## src/rtl/bingo_call_tracker_if.sv

```systemverilog
// Keyboard/board/result bundle between the caller and bingo_call_tracker.
// The master drives the call request and the board; the slave reports call results.
interface bingo_call_tracker_if;
    logic [7:0]   display_num;
    logic         enter_pulse;
    logic [124:0] board_cells;
    logic         busy;
    logic         call_done;
    logic         call_reject;
    logic [4:0]   call_num;
    logic [24:0]  marked;
    logic [3:0]   line_count;
    logic         win;

    modport master (
        output display_num, enter_pulse, board_cells,
        input  busy, call_done, call_reject, call_num, marked, line_count, win
    );

    modport slave (
        input  display_num, enter_pulse, board_cells,
        output busy, call_done, call_reject, call_num, marked, line_count, win
    );
endinterface

```

## src/rtl/bingo_call_tracker.sv

```systemverilog
// Bingo call tracker: validates a BCD call, marks the first matching board cell,
// then walks the 12 bingo lines to update the completed-line count and win flag.
module bingo_call_tracker #(
    parameter int MAX_NUM   = 25,
    parameter int WIN_LINES = 5
) (
    input  logic                 clk,
    input  logic                 rst,
    input  logic                 interboard_rst,
    bingo_call_tracker_if.slave  bus
);

    typedef enum logic [1:0] {
        ST_IDLE     = 2'd0,
        ST_VALIDATE = 2'd1,
        ST_SCAN     = 2'd2,
        ST_LINES    = 2'd3
    } state_t;

    localparam logic [6:0] MAX_NUM_C   = 7'(MAX_NUM);
    localparam logic [3:0] WIN_LINES_C = 4'(WIN_LINES);
    localparam logic [4:0] LAST_CELL   = 5'd24;
    localparam logic [3:0] LAST_LINE   = 4'd11;

    // Cells of line idx: rows 0-4, columns 0-4, main diagonal, anti-diagonal.
    function automatic logic [24:0] line_mask(input logic [3:0] idx);
        logic [24:0] m;
        case (idx)
            4'd0:    m = 25'h000001F;
            4'd1:    m = 25'h00003E0;
            4'd2:    m = 25'h0007C00;
            4'd3:    m = 25'h00F8000;
            4'd4:    m = 25'h1F00000;
            4'd5:    m = 25'h0108421;
            4'd6:    m = 25'h0210842;
            4'd7:    m = 25'h0421084;
            4'd8:    m = 25'h0842108;
            4'd9:    m = 25'h1084210;
            4'd10:   m = 25'h1041041;
            4'd11:   m = 25'h0111110;
            default: m = 25'h0000000;
        endcase
        return m;
    endfunction

    state_t      state_q, state_d;
    logic [6:0]  num_q, num_d;
    logic        bcd_bad_q, bcd_bad_d;
    logic [24:0] called_q, called_d;
    logic [4:0]  scan_idx_q, scan_idx_d;
    logic [3:0]  line_idx_q, line_idx_d;
    logic [3:0]  lines_acc_q, lines_acc_d;
    logic        busy_q, busy_d;
    logic        call_done_q, call_done_d;
    logic        call_reject_q, call_reject_d;
    logic [4:0]  call_num_q, call_num_d;
    logic [24:0] marked_q, marked_d;
    logic [3:0]  line_count_q, line_count_d;
    logic        win_q, win_d;

    logic        reset_s;
    logic [3:0]  tens_s;
    logic [3:0]  ones_s;
    logic        dup_s;
    logic        reject_s;
    logic [4:0]  cell_s;
    logic        match_s;
    logic        line_hit_s;
    logic [3:0]  line_total_s;

    assign reset_s = rst | interboard_rst;
    assign tens_s  = bus.display_num[7:4];
    assign ones_s  = bus.display_num[3:0];

    // Per-cycle decisions: duplicate/validity check, current cell compare, current line test.
    always_comb begin
        dup_s  = 1'b0;
        cell_s = 5'd0;
        for (int i = 0; i < 25; i++) begin
            dup_s  = dup_s | (called_q[i] & (num_q == 7'(i + 1)));
            cell_s = cell_s | (bus.board_cells[5*i +: 5] & {5{scan_idx_q == 5'(i)}});
        end
        reject_s     = bcd_bad_q | (num_q == 7'd0) | (num_q > MAX_NUM_C) | dup_s;
        match_s      = (cell_s == call_num_q);
        line_hit_s   = ((marked_q & line_mask(line_idx_q)) == line_mask(line_idx_q));
        line_total_s = lines_acc_q + {3'b000, line_hit_s};
    end

    // State register.
    always_ff @(posedge clk) begin
        if (reset_s) begin
            state_q <= ST_IDLE;
        end else begin
            state_q <= state_d;
        end
    end

    // Next-state logic.
    always_comb begin
        state_d = state_q;
        case (state_q)
            ST_IDLE: begin
                if (bus.enter_pulse) begin
                    state_d = ST_VALIDATE;
                end else begin
                    state_d = ST_IDLE;
                end
            end
            ST_VALIDATE: begin
                if (reject_s) begin
                    state_d = ST_IDLE;
                end else begin
                    state_d = ST_SCAN;
                end
            end
            ST_SCAN: begin
                if (match_s || (scan_idx_q == LAST_CELL)) begin
                    state_d = ST_LINES;
                end else begin
                    state_d = ST_SCAN;
                end
            end
            ST_LINES: begin
                if (line_idx_q == LAST_LINE) begin
                    state_d = ST_IDLE;
                end else begin
                    state_d = ST_LINES;
                end
            end
            default: state_d = ST_IDLE;
        endcase
    end

    // Output and datapath next values for each state.
    always_comb begin
        num_d         = num_q;
        bcd_bad_d     = bcd_bad_q;
        called_d      = called_q;
        scan_idx_d    = scan_idx_q;
        line_idx_d    = line_idx_q;
        lines_acc_d   = lines_acc_q;
        busy_d        = busy_q;
        call_done_d   = 1'b0;
        call_reject_d = 1'b0;
        call_num_d    = call_num_q;
        marked_d      = marked_q;
        line_count_d  = line_count_q;
        win_d         = win_q;
        case (state_q)
            ST_IDLE: begin
                if (bus.enter_pulse) begin
                    num_d     = ({3'b000, tens_s} * 7'd10) + {3'b000, ones_s};
                    bcd_bad_d = (tens_s > 4'd9) | (ones_s > 4'd9);
                    busy_d    = 1'b1;
                end else begin
                    busy_d    = 1'b0;
                end
            end
            ST_VALIDATE: begin
                if (reject_s) begin
                    call_reject_d = 1'b1;
                    busy_d        = 1'b0;
                end else begin
                    for (int i = 0; i < 25; i++) begin
                        called_d[i] = called_q[i] | (num_q == 7'(i + 1));
                    end
                    call_num_d  = num_q[4:0];
                    scan_idx_d  = 5'd0;
                    line_idx_d  = 4'd0;
                    lines_acc_d = 4'd0;
                end
            end
            ST_SCAN: begin
                // The first match ends the scan, so duplicates at higher indices stay unmarked.
                if (match_s) begin
                    for (int i = 0; i < 25; i++) begin
                        marked_d[i] = marked_q[i] | (scan_idx_q == 5'(i));
                    end
                end else begin
                    scan_idx_d = scan_idx_q + 5'd1;
                end
            end
            ST_LINES: begin
                if (line_idx_q == LAST_LINE) begin
                    line_count_d = line_total_s;
                    win_d        = win_q | (line_total_s >= WIN_LINES_C);
                    call_done_d  = 1'b1;
                    busy_d       = 1'b0;
                end else begin
                    lines_acc_d  = line_total_s;
                    line_idx_d   = line_idx_q + 4'd1;
                end
            end
            default: begin
                busy_d = 1'b0;
            end
        endcase
    end

    // Datapath and output registers.
    always_ff @(posedge clk) begin
        if (reset_s) begin
            num_q         <= 7'd0;
            bcd_bad_q     <= 1'b0;
            called_q      <= 25'd0;
            scan_idx_q    <= 5'd0;
            line_idx_q    <= 4'd0;
            lines_acc_q   <= 4'd0;
            busy_q        <= 1'b0;
            call_done_q   <= 1'b0;
            call_reject_q <= 1'b0;
            call_num_q    <= 5'd0;
            marked_q      <= 25'd0;
            line_count_q  <= 4'd0;
            win_q         <= 1'b0;
        end else begin
            num_q         <= num_d;
            bcd_bad_q     <= bcd_bad_d;
            called_q      <= called_d;
            scan_idx_q    <= scan_idx_d;
            line_idx_q    <= line_idx_d;
            lines_acc_q   <= lines_acc_d;
            busy_q        <= busy_d;
            call_done_q   <= call_done_d;
            call_reject_q <= call_reject_d;
            call_num_q    <= call_num_d;
            marked_q      <= marked_d;
            line_count_q  <= line_count_d;
            win_q         <= win_d;
        end
    end

    assign bus.busy        = busy_q;
    assign bus.call_done   = call_done_q;
    assign bus.call_reject = call_reject_q;
    assign bus.call_num    = call_num_q;
    assign bus.marked      = marked_q;
    assign bus.line_count  = line_count_q;
    assign bus.win         = win_q;

endmodule

```

## src/flat_wrapper.sv

```systemverilog
// flat-port wrapper written by rule: the top's interface ports become plain ports
module bingo_call_tracker_flat 
#(
    parameter int MAX_NUM   = 25,
    parameter int WIN_LINES = 5
)
  (clk, rst, interboard_rst, bus_display_num, bus_enter_pulse, bus_board_cells, bus_busy, bus_call_done, bus_call_reject, bus_call_num, bus_marked, bus_line_count, bus_win);
  bingo_call_tracker_if bus_i ();
  input  logic clk;
  input  logic rst;
  input  logic interboard_rst;
  input wire logic [$bits(bus_i.display_num)-1:0] bus_display_num;
  input wire logic [$bits(bus_i.enter_pulse)-1:0] bus_enter_pulse;
  input wire logic [$bits(bus_i.board_cells)-1:0] bus_board_cells;
  output wire logic [$bits(bus_i.busy)-1:0] bus_busy;
  output wire logic [$bits(bus_i.call_done)-1:0] bus_call_done;
  output wire logic [$bits(bus_i.call_reject)-1:0] bus_call_reject;
  output wire logic [$bits(bus_i.call_num)-1:0] bus_call_num;
  output wire logic [$bits(bus_i.marked)-1:0] bus_marked;
  output wire logic [$bits(bus_i.line_count)-1:0] bus_line_count;
  output wire logic [$bits(bus_i.win)-1:0] bus_win;
  assign bus_i.display_num = bus_display_num;
  assign bus_i.enter_pulse = bus_enter_pulse;
  assign bus_i.board_cells = bus_board_cells;
  assign bus_busy = bus_i.busy;
  assign bus_call_done = bus_i.call_done;
  assign bus_call_reject = bus_i.call_reject;
  assign bus_call_num = bus_i.call_num;
  assign bus_marked = bus_i.marked;
  assign bus_line_count = bus_i.line_count;
  assign bus_win = bus_i.win;
  bingo_call_tracker #(.MAX_NUM(MAX_NUM), .WIN_LINES(WIN_LINES)) u_core (.clk(clk), .rst(rst), .interboard_rst(interboard_rst), .bus(bus_i));
endmodule
```

## config.mk

```make
export PLATFORM = sky130hd
export DESIGN_NAME = bingo_call_tracker_flat
export DESIGN_NICKNAME = d
export VERILOG_FILES = /design/src/rtl/bingo_call_tracker_if.sv /design/src/rtl/bingo_call_tracker.sv /design/src/flat_wrapper.sv
export SDC_FILE = /design/constraint.sdc
export NUM_CORES = 1
export LEC_CHECK = 0
export CAP_MARGIN = 20
export CORE_MARGIN = 4
export CORE_UTILIZATION = 30
export CTS_CLUSTER_SIZE = 40
export DETAILED_ROUTE_END_ITERATION = 10
export MAX_ROUTING_LAYER = met4
export PLACE_DENSITY = 0.58
export SETUP_SLACK_MARGIN = 0.05
export SYNTH_ARGS = -nofsm -noshare
export SYNTH_HDL_FRONTEND = slang
export SYNTH_SLANG_ARGS = --single-unit
```

## constraint.sdc

```tcl
create_clock -name clk -period 6.9 [get_ports clk]
set_clock_uncertainty 0.1 [all_clocks]
set_input_delay 1.38 -clock clk [delete_from_list [all_inputs] [get_ports clk]]
set_output_delay 1.38 -clock clk [all_outputs]
set_load 0.01 [all_outputs]
```

==> results by group, run 1 <==
Status
  – Outcome: finished clean

Detailed routing
  – Drt initial violations: 561
  – Vias per std cell: between 5 and 6
  – DR vias: 6387
  – DR WL/cell: ~19 um
  – DRT Pass-1 Iters: 5
  – Post-route DRC: 0
  – Routed WL: 22620 um
  – Antenna-violating nets left: 0

Clock tree
  – Root buffer cell: clkbuf_16
  – Post-CTS Hold Buffers: 0
  – CTS tree: built
  – Clk Latency, worst-skew pair: roughly 340 ps
  – Post-CTS setup buffers: 0
  – CTS Buffer Depth: 2
  – Post_cts resized: 0
  – H-tree levels: 3
  – CTS Buf Count: 9
  – CTS Sinks: 111
  – Reg clk slew, reported paths: ~70 ps

Yosys
  – Number of synthesized flops with an enable pin: 0
  – Ys Warns: 0
  – Async S/R FF share, synth: 0%
  – Ys flop type: dfxtp_1
  – Top-count cell post-synth: dfxtp_1
  – Sequential cell area fraction in the yosys report: 34.49%
  – Area leader, netlist: dfxtp_1
  – Top cells by area, synth: dfxtp_1 (34%), nor2_1 (4.7%), mux2i_1 (4.5%)
  – Syn nets: 946
  – Flops & latches, synth: 111
  – Synth Instances: between 700 and 800
  – Commonest cells in the netlist: dfxtp_1 (111), nor2_1 (80), a21oi_1 (49)
  – Yosys cell types: 71
  – Yosys top cell area share: between 30 and 40%
  – Mean post-synth cell area: 8.165 sq um
  – Area of the mapped netlist: ~6400 sq um

Floorplanning
  – Die ar.: 23880 sq um
  – Die W: 154.5 um
  – Cell Rows: between 50 and 60
  – Die Y: 154.5 um
  – Initial core utilization: between 30 and 40%
  – Top-level port count: 175
  – Core Region: around 21000 sq um

Timing
  – Max-Slew Margin vs Limit: a little under a third
  – Fin crit share: roughly two thirds
  – Worst Max-Slew Pin Slew: 1025 ps
  – Fmax: around 210 MHz
  – Post-layout min period: 4713 ps
  – RSZ-0062 raised after global routing: false
  – Fin Setup TNS: 0 ps
  – Slew Viols, Final: 0
  – Final hold viol count: 0
  – Final setup vio count: 0

Worst setup path
  – Slowest stage delay, CP: 890 ps
  – Critical path fanouts, max: 19
  – Critical Path Source Type: input pin
  – Worst Path Required: around 7100 ps
  – CP Capture Type: flip-flop
  – CP Cell Sequence: clkdlybuf4s50_1 -> a22o_1 -> a221o_1 -> a2111oi_0 -> a21oi_1 -> or4_1 -> nor2_1 -> a32o_1
  – Data arrival, critical path: 4890 ps
  – WS Path Type: in2reg
  – Slowest stage cell, crit path: or4_1

Cells and area
  – Fin nets: 1080
  – Share of post-route cells with drive strength above 1: 5.280%
  – Finished Layout Cells: 1203
  – N_diodes: 0
  – Area growth syn-to-layout: 34.14%

Global routing
  – Grt total ovfl: 0
  – Antenna violations before repair: 0
  – Overall Global Routing Usage: 18.67%
  – Vias in the first global route: 6320
  – Largest net degree at the start of global routing: 71
  – Global-route wire length before repair: about 35000 um

Placed design
  – Placer congestion estimate: between 0.8 and 0.9
  – Placed cells: around 1200
  – IO buf count: 174
  – Dpl hpwl: about 17000 um

Min path
  – Worst hold path class: reg2reg

Pwr
  – Leak: between 0.002 and 0.003 uW
  – PwrDens: approximately 150 nW/um^2
  – IR drop worst, VDD: approximately 0.00012 V

Flow run
  – Max_cap viols: 0
critical path, delay by kind of cell:
kind,cells,cell delay [ps]
buf+inv,1,430
compound gates,5,1710
simple gates,2,1360
final timing paths:
path | startpoint | to | slack [ps] | depth (start not counted)
max reg2reg | u_core.scan_idx_q[4] | u_core.bus.marked[20] | 2300 | 8
min | u_core.lines_acc_q[0] | u_core.lines_acc_q[0] | 360 | 2
max | bus_board_cells[98] | u_core.bus.marked[20] | 2190 | 8
min reg2reg | u_core.lines_acc_q[0] | u_core.lines_acc_q[0] | 360 | 2
per-stage QoR:
step	total power (uW)	utilization (%)	setup slack (ps)	hold slack, ps	cell area, sq um
4_1_cts	1336	40.98	2289	363.8	8642
5_1_grt	1374	40.98	2117	395.7	8642
6_report	1323	40.98	2187	361.3	8642
3_5_place_dp	832.3	39.63	1924	355.4	8358
2_1_floorplan	730.1	-	2876	329.1	6442
3_3_place_gp	831.1	39.63	1975	342.4	8358
placed cells by master, fill, tap and decap left out, types with 5 or more instances in the layout:
| master | instances |
|---|---|
| a41oi_1 | 5 |
| o21a_1 | 15 |
| and2_1 | 6 |
| nand4_1 | 7 |
| clkdlybuf4s50_1 | 174 |
| o21ai_0 | 26 |
| ha_1 | 18 |
| xnor2_1 | 7 |
| a22o_1 | 6 |
| a21oi_1 | 49 |
| or4_1 | 7 |
| mux2i_1 | 29 |
| buf_4 | 11 |
| nand2b_1 | 23 |
| dfxtp_1 | 109 |
| a31oi_1 | 26 |
| and3_1 | 7 |
| nand3b_1 | 22 |
| nor4_1 | 11 |
| nand2_1 | 44 |
| a22oi_1 | 10 |
| xor2_1 | 6 |
| nor2_1 | 79 |
| nor2b_1 | 15 |
| mux2_2 | 9 |
| a211oi_1 | 8 |
| o22ai_1 | 12 |
| inv_1 | 40 |
| clkbuf_16 | 9 |
| a32o_1 | 7 |
| nor3_1 | 21 |
| nand3_1 | 27 |
area by class of cell:
cell class                      instances  area, sq um
Inverter                               41        153.9
Clock inverter                          3        43.79
Timing Repair Buffer                  185         1824
Fill cell                            2241        12450
Clock buffer                           13        240.2
Sequential cell                       111         2225
Tap cell                              275        344.1
Multi-Input combinational cell        575         3811
where the power goes:
group	leakage [uW]	internal, uW	switching [uW]
Combinational	0.00188	98.6	67.5
Clock	0.000138	283	223
Sequential	0.000896	643	8.27
Total	0.00292	1020	299
routing by layer:
metal,vias up,track usage (%),wire length [um]
met5,-,-,0
met4,0,4.542,391
met3,22,2.994,1416
met2,228,29.89,10340
met1,2996,24.80,10480
li1,3141,-,-
logic make-up (layout without fill, tap and decap cells):
logic type      after synthesis  count (layout)  synth area share [%]
compound gates              209             209                 21.99
xor+xnor                     13              13                 1.767
fa+ha+maj                    20              20                 4.117
buf+inv                     103             242                 6.487
flops                       111             111                 34.49
mux                          41              41                 7.128
simple gates                292             292                 24.02
Note: power is estimated with default switching activity, not from simulation.
==> inputs of run 2 (changes only) <==
clock period = 4.4 ns   (was 6.9 ns; I/O delays follow)
==> results by group, run 2 (synthesis results as in run 1) <==
Placed design
  – Dpl hpwl: 17220 um (was 16780 um)
  – IO buf count: 174 (unchanged)
  – Placer congestion estimate: 0.8624 (was 0.8779)
  – Cell area after placement: 8471 sq um (was 8358 sq um)

Cells and area
  – Commonest non-fill, non-tap cell in the layout: clkdlybuf4s50_1 (unchanged)
  – N_diodes: 0 (unchanged)
  – Area growth syn-to-layout: 35.75% (was 34.14%)
  – Fin nets: 1095 (was 1080)
  – Share of post-route cells with drive strength above 1: 7.006% (was 5.280%)
  – Design area: 8746 sq um (was 8642 sq um)
  – Most frequent cells in the layout: clkdlybuf4s50_1 (174), dfxtp_1 (109), nor2_1 (79) (unchanged)

Floorplanning
  – Die ar.: 23880 sq um (unchanged)
  – Die W: 154.5 um (unchanged)
  – Core Region: 21090 sq um (unchanged)
  – Cell Rows: 53 (unchanged)
  – Top-level port count: 175 (unchanged)
  – Initial core utilization: 30.55% (unchanged)
  – Die Y: 154.5 um (unchanged)

Min path
  – Worst hold path class: reg2reg (unchanged)
  – WHS Path Cells: 2 (unchanged)

Worst setup path
  – Slowest stage delay, CP: 800 ps (was 890 ps)
  – Slowest stage cell, crit path: or4_1 (unchanged)
  – Critical path fanouts, max: 17 (was 19)
  – CP Capture Type: flip-flop (unchanged)
  – Critical path's top delay family: simple AND/OR/NAND/NOR gates (was compound AO/OA/AOI/OAI gates)
  – Critical Path Source Type: flip-flop (was input pin)
  – WS Path Type: reg2reg (was in2reg)
  – WP buf/inv: 2 (was 1)
  – CP Cell Sequence: inv_1 -> ha_1 -> buf_4 -> nor2b_1 -> a32oi_1 -> o22ai_1 -> a2111oi_0 -> a21oi_1 -> or4_1 -> or4_1 -> a21oi_1 (was clkdlybuf4s50_1 -> a22o_1 -> a221o_1 -> a2111oi_0 -> a21oi_1 -> or4_1 -> nor2_1 -> a32o_1)
  – R2R cell count: 11 (was 8)
  – Data arrival, critical path: 4270 ps (was 4890 ps)
  – WP depth: 11 (was 8)
  – Worst Path Required: 4570 ps (was 7080 ps)

Detailed routing
  – Vias per std cell: 5.314 (was 5.309)
  – DR vias: 6467 (was 6387)
  – Routed WL: 22630 um (was 22620 um)
  – Antenna-violating nets left: 0 (unchanged)
  – Post-route DRC: 0 (unchanged)
  – Drt initial violations: 493 (was 561)
  – DRT Pass-1 Iters: 5 (unchanged)
  – DR WL/cell: 18.60 um (was 18.81 um)

Timing
  – RSZ-0062 raised after global routing: false (unchanged)
  – Slew Viols, Final: 0 (unchanged)
  – Post-layout min period: around 4100 ps
  – Max-Slew Margin vs Limit: 45.98% (was 31.52%)
  – Fin crit share: 93.02%
  – Final hold viol count: 0 (unchanged)
  – Fin Setup TNS: 0 ps (unchanged)
  – Final setup vio count: 0 (unchanged)
  – Fmax: 244.3 MHz
  – Worst Max-Slew Pin Slew: 800.2 ps (was 1025 ps)

Global routing
  – Vias in the first global route: 6245 (was 6320)
  – Global-route wire length before repair: 34900 um (was 35120 um)
  – Antenna violations before repair: 0 (unchanged)
  – Overall Global Routing Usage: 18.69% (was 18.67%)
  – Grt total ovfl: 0 (unchanged)
  – Largest net degree at the start of global routing: 65 (was 71)

Clock tree
  – CTS Buf Count: 9 (unchanged)
  – Reg clk slew, reported paths: 70 ps (about the same)
  – Root buffer cell: clkbuf_16 (unchanged)
  – Post-CTS setup buffers: 0 (unchanged)
  – Post_cts resized: 0 (unchanged)
  – Post-CTS Hold Buffers: 0 (unchanged)
  – CTS Buffer Depth: 2 (unchanged)
  – H-tree levels: 3 (unchanged)
  – Clk Latency, worst-skew pair: 350 ps (was 340 ps)
  – CTS tree: built (unchanged)
  – CTS Sinks: 111 (unchanged)

Pwr
  – IR drop worst, VDD: 0.0001564 V (was 0.0001226 V)
  – Leak: 0.002986 uW (was 0.002918 uW)
  – PwrDens: 234.2 nW/um^2 (was 153.1 nW/um^2)

Flow run
  – Max_cap viols: 0 (unchanged)

Status
  – Outcome: finished clean (unchanged)
[run 2: metal layers]
metal | up-vias | global-route usage [%] | part of all wire, %
li1 | 3179 | - | -
met1 | 3022 | 24.52 | 46
met2 | 243 | 30.16 | 46
met3 | 23 | 3.134 | 6.3
met4 | 0 | 4.626 | 1.5
met5 | - | - | 0
[run 2: final cells by class]
type	instances	area [sq um]
timing repair buffer	200	1937
sequential	111	2225
multi-input combinational	575	3811
tap	275	344.1
clock buffer	11	242.7
inverter	41	153.9
clock inverter	4	32.53
fill	2180	12340
[run 2: power breakdown]
part | internal [uW] | total (uW) | switching [uW]
logic | 157 | 266 | 109
clock network | 399 | 763 | 364
registers | 1010 | 1020 | 10.8
[run 2: final timing paths]
kind	startpoint	end	slack (ps)
max	u_core.scan_idx_q[0]	u_core.bus.marked[9]	310
min reg2reg	u_core.lines_acc_q[0]	u_core.lines_acc_q[0]	360
min	u_core.lines_acc_q[0]	u_core.lines_acc_q[0]	360
max reg2reg	u_core.scan_idx_q[0]	u_core.bus.marked[9]	310
[run 2: per-stage QoR]
step	total power, uW	hold slack (ps)	setup WS, ps	utilization (%)	instances
2_1_floorplan	1145	329.1	757.2	-	789
3_3_place_gp	1307	343.1	194.9	40.17	1202
3_5_place_dp	1308	350.8	167.8	40.17	1202
4_1_cts	2067	363.7	368.7	41.47	1217
5_1_grt	2132	395.5	126.7	41.47	1217
6_report	2049	358.6	307.1	41.47	1217
[run 2: worst register-to-register path: stages, from the launching register on]
cell and delay, ps:
dfxtp_1 400, inv_1 130, ha_1 350, buf_4 260, nor2b_1 230, a32oi_1 180
o22ai_1 110, a2111oi_0 610, a21oi_1 190, or4_1 800, or4_1 500, a21oi_1 160
==> inputs of run 3 (changes only) <==
CORE_ASPECT_RATIO = 1.25   (was not set)
==> results by group, run 3 (synthesis results as in run 1) <==
Cells and area
  – Commonest non-fill, non-tap cell in the layout: clkdlybuf4s50_1 (unchanged)
  – Fin nets: 1101 (was 1095)
  – Share of post-route cells with drive strength above 1: 7.798% (was 7.006%)
  – Util after Layout: 42.19% (was 41.47%)
  – Multi-input gate area: 3811 sq um (unchanged)
  – Sequential cell area: 2225 sq um (unchanged)
  – Fill count: 2186 (was 2180)
  – Most frequent cells in the layout: clkdlybuf4s50_1 (174), dfxtp_1 (109), nor2_1 (79) (unchanged)
  – Area growth syn-to-layout: 37.29% (was 35.75%)
  – N_diodes: 0 (unchanged)

Timing
  – Fin crit share: 90.64% (was 93.02%)
  – Final hold viol count: 0 (unchanged)
  – Fmax: 250.7 MHz (was 244.3 MHz)
  – RSZ-0062 raised after global routing: false (unchanged)
  – Fin Setup TNS: 0 ps (unchanged)
  – Slew Viols, Final: 0 (unchanged)
  – Max-Slew Margin vs Limit: 34.45% (was 45.98%)
  – Final worst slack: 411.8 ps (was 307.1 ps)
  – Post-layout min period: 3988 ps (was 4093 ps)
  – Worst Max-Slew Pin Slew: 971.0 ps (was 800.2 ps)
  – Final setup vio count: 0 (unchanged)

Detailed routing
  – Routed WL: 22860 um (was 22630 um)
  – Drt initial violations: 362 (was 493)
  – Antenna-violating nets left: 0 (unchanged)
  – DRT Pass-1 Iters: 5 (unchanged)
  – Vias per std cell: 5.318 (was 5.314)
  – DR WL/cell: 18.69 um (was 18.60 um)
  – DR vias: 6504 (was 6467)
  – Post-route DRC: 0 (unchanged)

Clock tree
  – Root buffer cell: clkbuf_16 (unchanged)
  – Post-CTS setup buffers: 0 (unchanged)
  – CTS Buf Count: 9 (unchanged)
  – Post_cts resized: 0 (unchanged)
  – CTS tree: built (unchanged)
  – H-tree levels: 3 (unchanged)
  – CTS Buffer Depth: 2 (unchanged)
  – Reg clk slew, reported paths: 80 ps (was 70 ps)
  – Post-CTS Hold Buffers: 0 (unchanged)
  – CTS Sinks: 111 (unchanged)
  – Clk Latency, worst-skew pair: 350 ps (about the same)

Min path
  – WHS Path Cells: 2 (unchanged)
  – Worst hold path class: reg2reg (unchanged)
  – HP Start: u_core.lines_acc_q[0] (unchanged)

Global routing
  – Global-route wire length before repair: 36130 um (was 34900 um)
  – Vias in the first global route: 6384 (was 6245)
  – Largest net degree at the start of global routing: 39 (was 65)
  – Grt total ovfl: 0 (unchanged)
  – Overall Global Routing Usage: 19.33% (was 18.69%)
  – Antenna violations before repair: 0 (unchanged)

Worst setup path
  – WP buf/inv: 1 (was 2)
  – Worst Path Required: 4580 ps (was 4570 ps)
  – Critical Path Source Type: flip-flop (unchanged)
  – Worst Setup SP: u_core.scan_idx_q[4] (was u_core.scan_idx_q[0])
  – R2R cell count: 8 (was 11)
  – Slowest stage delay, CP: 750 ps (was 800 ps)
  – Critical path's top delay family: compound AO/OA/AOI/OAI gates (was simple AND/OR/NAND/NOR gates)
  – CP Capture Type: flip-flop (unchanged)
  – WS Path Type: reg2reg (unchanged)
  – Critical path fanouts, max: 17 (unchanged)
  – Slowest stage cell, crit path: or4_1 (unchanged)
  – Data arrival, critical path: 4170 ps (was 4270 ps)
  – CP Cell Sequence: inv_2 -> ha_1 -> a221o_1 -> a2111oi_0 -> a21oi_1 -> or4_1 -> or4_1 -> a21oi_1 (was inv_1 -> ha_1 -> buf_4 -> nor2b_1 -> a32oi_1 -> o22ai_1 -> a2111oi_0 -> a21oi_1 -> or4_1 -> or4_1 -> a21oi_1)
  – WP depth: 8 (was 11)
  – RR Startpoint: u_core.scan_idx_q[4] (was u_core.scan_idx_q[0])

Floorplanning
  – Initial core utilization: 30.73% (was 30.55%)
  – Die ar.: 23900 sq um (was 23880 sq um)
  – Die W: 139.1 um (was 154.5 um)
  – Core Region: 20970 sq um (was 21090 sq um)
  – Die Y: 171.8 um (was 154.5 um)
  – Cell Rows: 59 (was 53)
  – Top-level port count: 175 (unchanged)

Flow run
  – Max_cap viols: 0 (unchanged)

Pwr
  – Clock network fraction of total power: 41.1% (was 37.2%)
  – Leak: 0.003046 uW (was 0.002986 uW)
  – Comb pwr share: 12.3% (was 13.0%)
  – PwrDens: 246.7 nW/um^2 (was 234.2 nW/um^2)
  – Share of total power in sequential cells: 46.6% (was 49.8%)
  – Sw frac: 23.25% (was 23.62%)
  – IR drop worst, VDD: 0.0001686 V (was 0.0001564 V)
  – Psw: 507.4 uW (was 483.9 uW)
  – Int Power: 1675 uW (was 1565 uW)

Status
  – Outcome: finished clean (unchanged)

Placed design
  – Dpl hpwl: 17380 um (was 17220 um)
  – Post-place setup slack: 228.6 ps (was 167.8 ps)
  – IO buf count: 174 (unchanged)
  – Placer congestion estimate: 0.8787 (was 0.8624)
[run 3: layout make-up]
class | count | share of cell area [%]
Tap cell | 274 | 3.876
Clock inverter | 7 | 1.188
Sequential cell | 111 | 25.15
Clock buffer | 9 | 2.546
Multi-Input combinational cell | 575 | 43.09
Inverter | 41 | 1.740
Timing Repair Buffer | 206 | 22.41
[run 3: path summary, 6_finish.rpt]
path / to / slack (ps)
setup / recovery: u_core.bus.marked[9] / 410
hold / removal: u_core.lines_acc_q[0] / 370
setup reg to reg: u_core.bus.marked[9] / 410
hold reg to reg: u_core.lines_acc_q[0] / 370
[run 3: per-layer routing]
metal	up-vias	global-route usage (%)	share of wire, %
li1	3188	-	-
met1	3046	23.51	44
met2	235	32.80	48
met3	35	3.587	5.8
met4	0	5.872	2.3
met5	-	-	0
[run 3: power groups by stage]
| stage | logic (uW) | clock network [uW] | registers, uW |
|---|---|---|---|
| global route | 291 | 955 | 1020 |
| global placement | 267 | 0 | 1040 |
| finish | 269 | 896 | 1020 |
| CTS | 270 | 915 | 1020 |
| detailed placement | 268 | 0 | 1040 |
| floorplan | 109 | 0 | 1040 |
[run 3: per-stage QoR]
step / total power (uW) / instance area, sq um / hold WS, ps / instances
3_3_place_gp: 1308 / 8514 / 339.3 / 1207
4_1_cts: 2203 / 8845 / 368.2 / 1223
6_report: 2182 / 8845 / 366.2 / 1223
5_1_grt: 2265 / 8845 / 391.1 / 1223
2_1_floorplan: 1145 / 6442 / 329.1 / 789
3_5_place_dp: 1309 / 8514 / 352.7 / 1207
[run 3: worst reg2reg max path, stage by stage, from the launching register on]
cell and delay, ps:
dfxtp_1 710, inv_2 250, ha_1 360, a221o_1 360
a2111oi_0 560, a21oi_1 190, or4_1 750, or4_1 470
a21oi_1 170
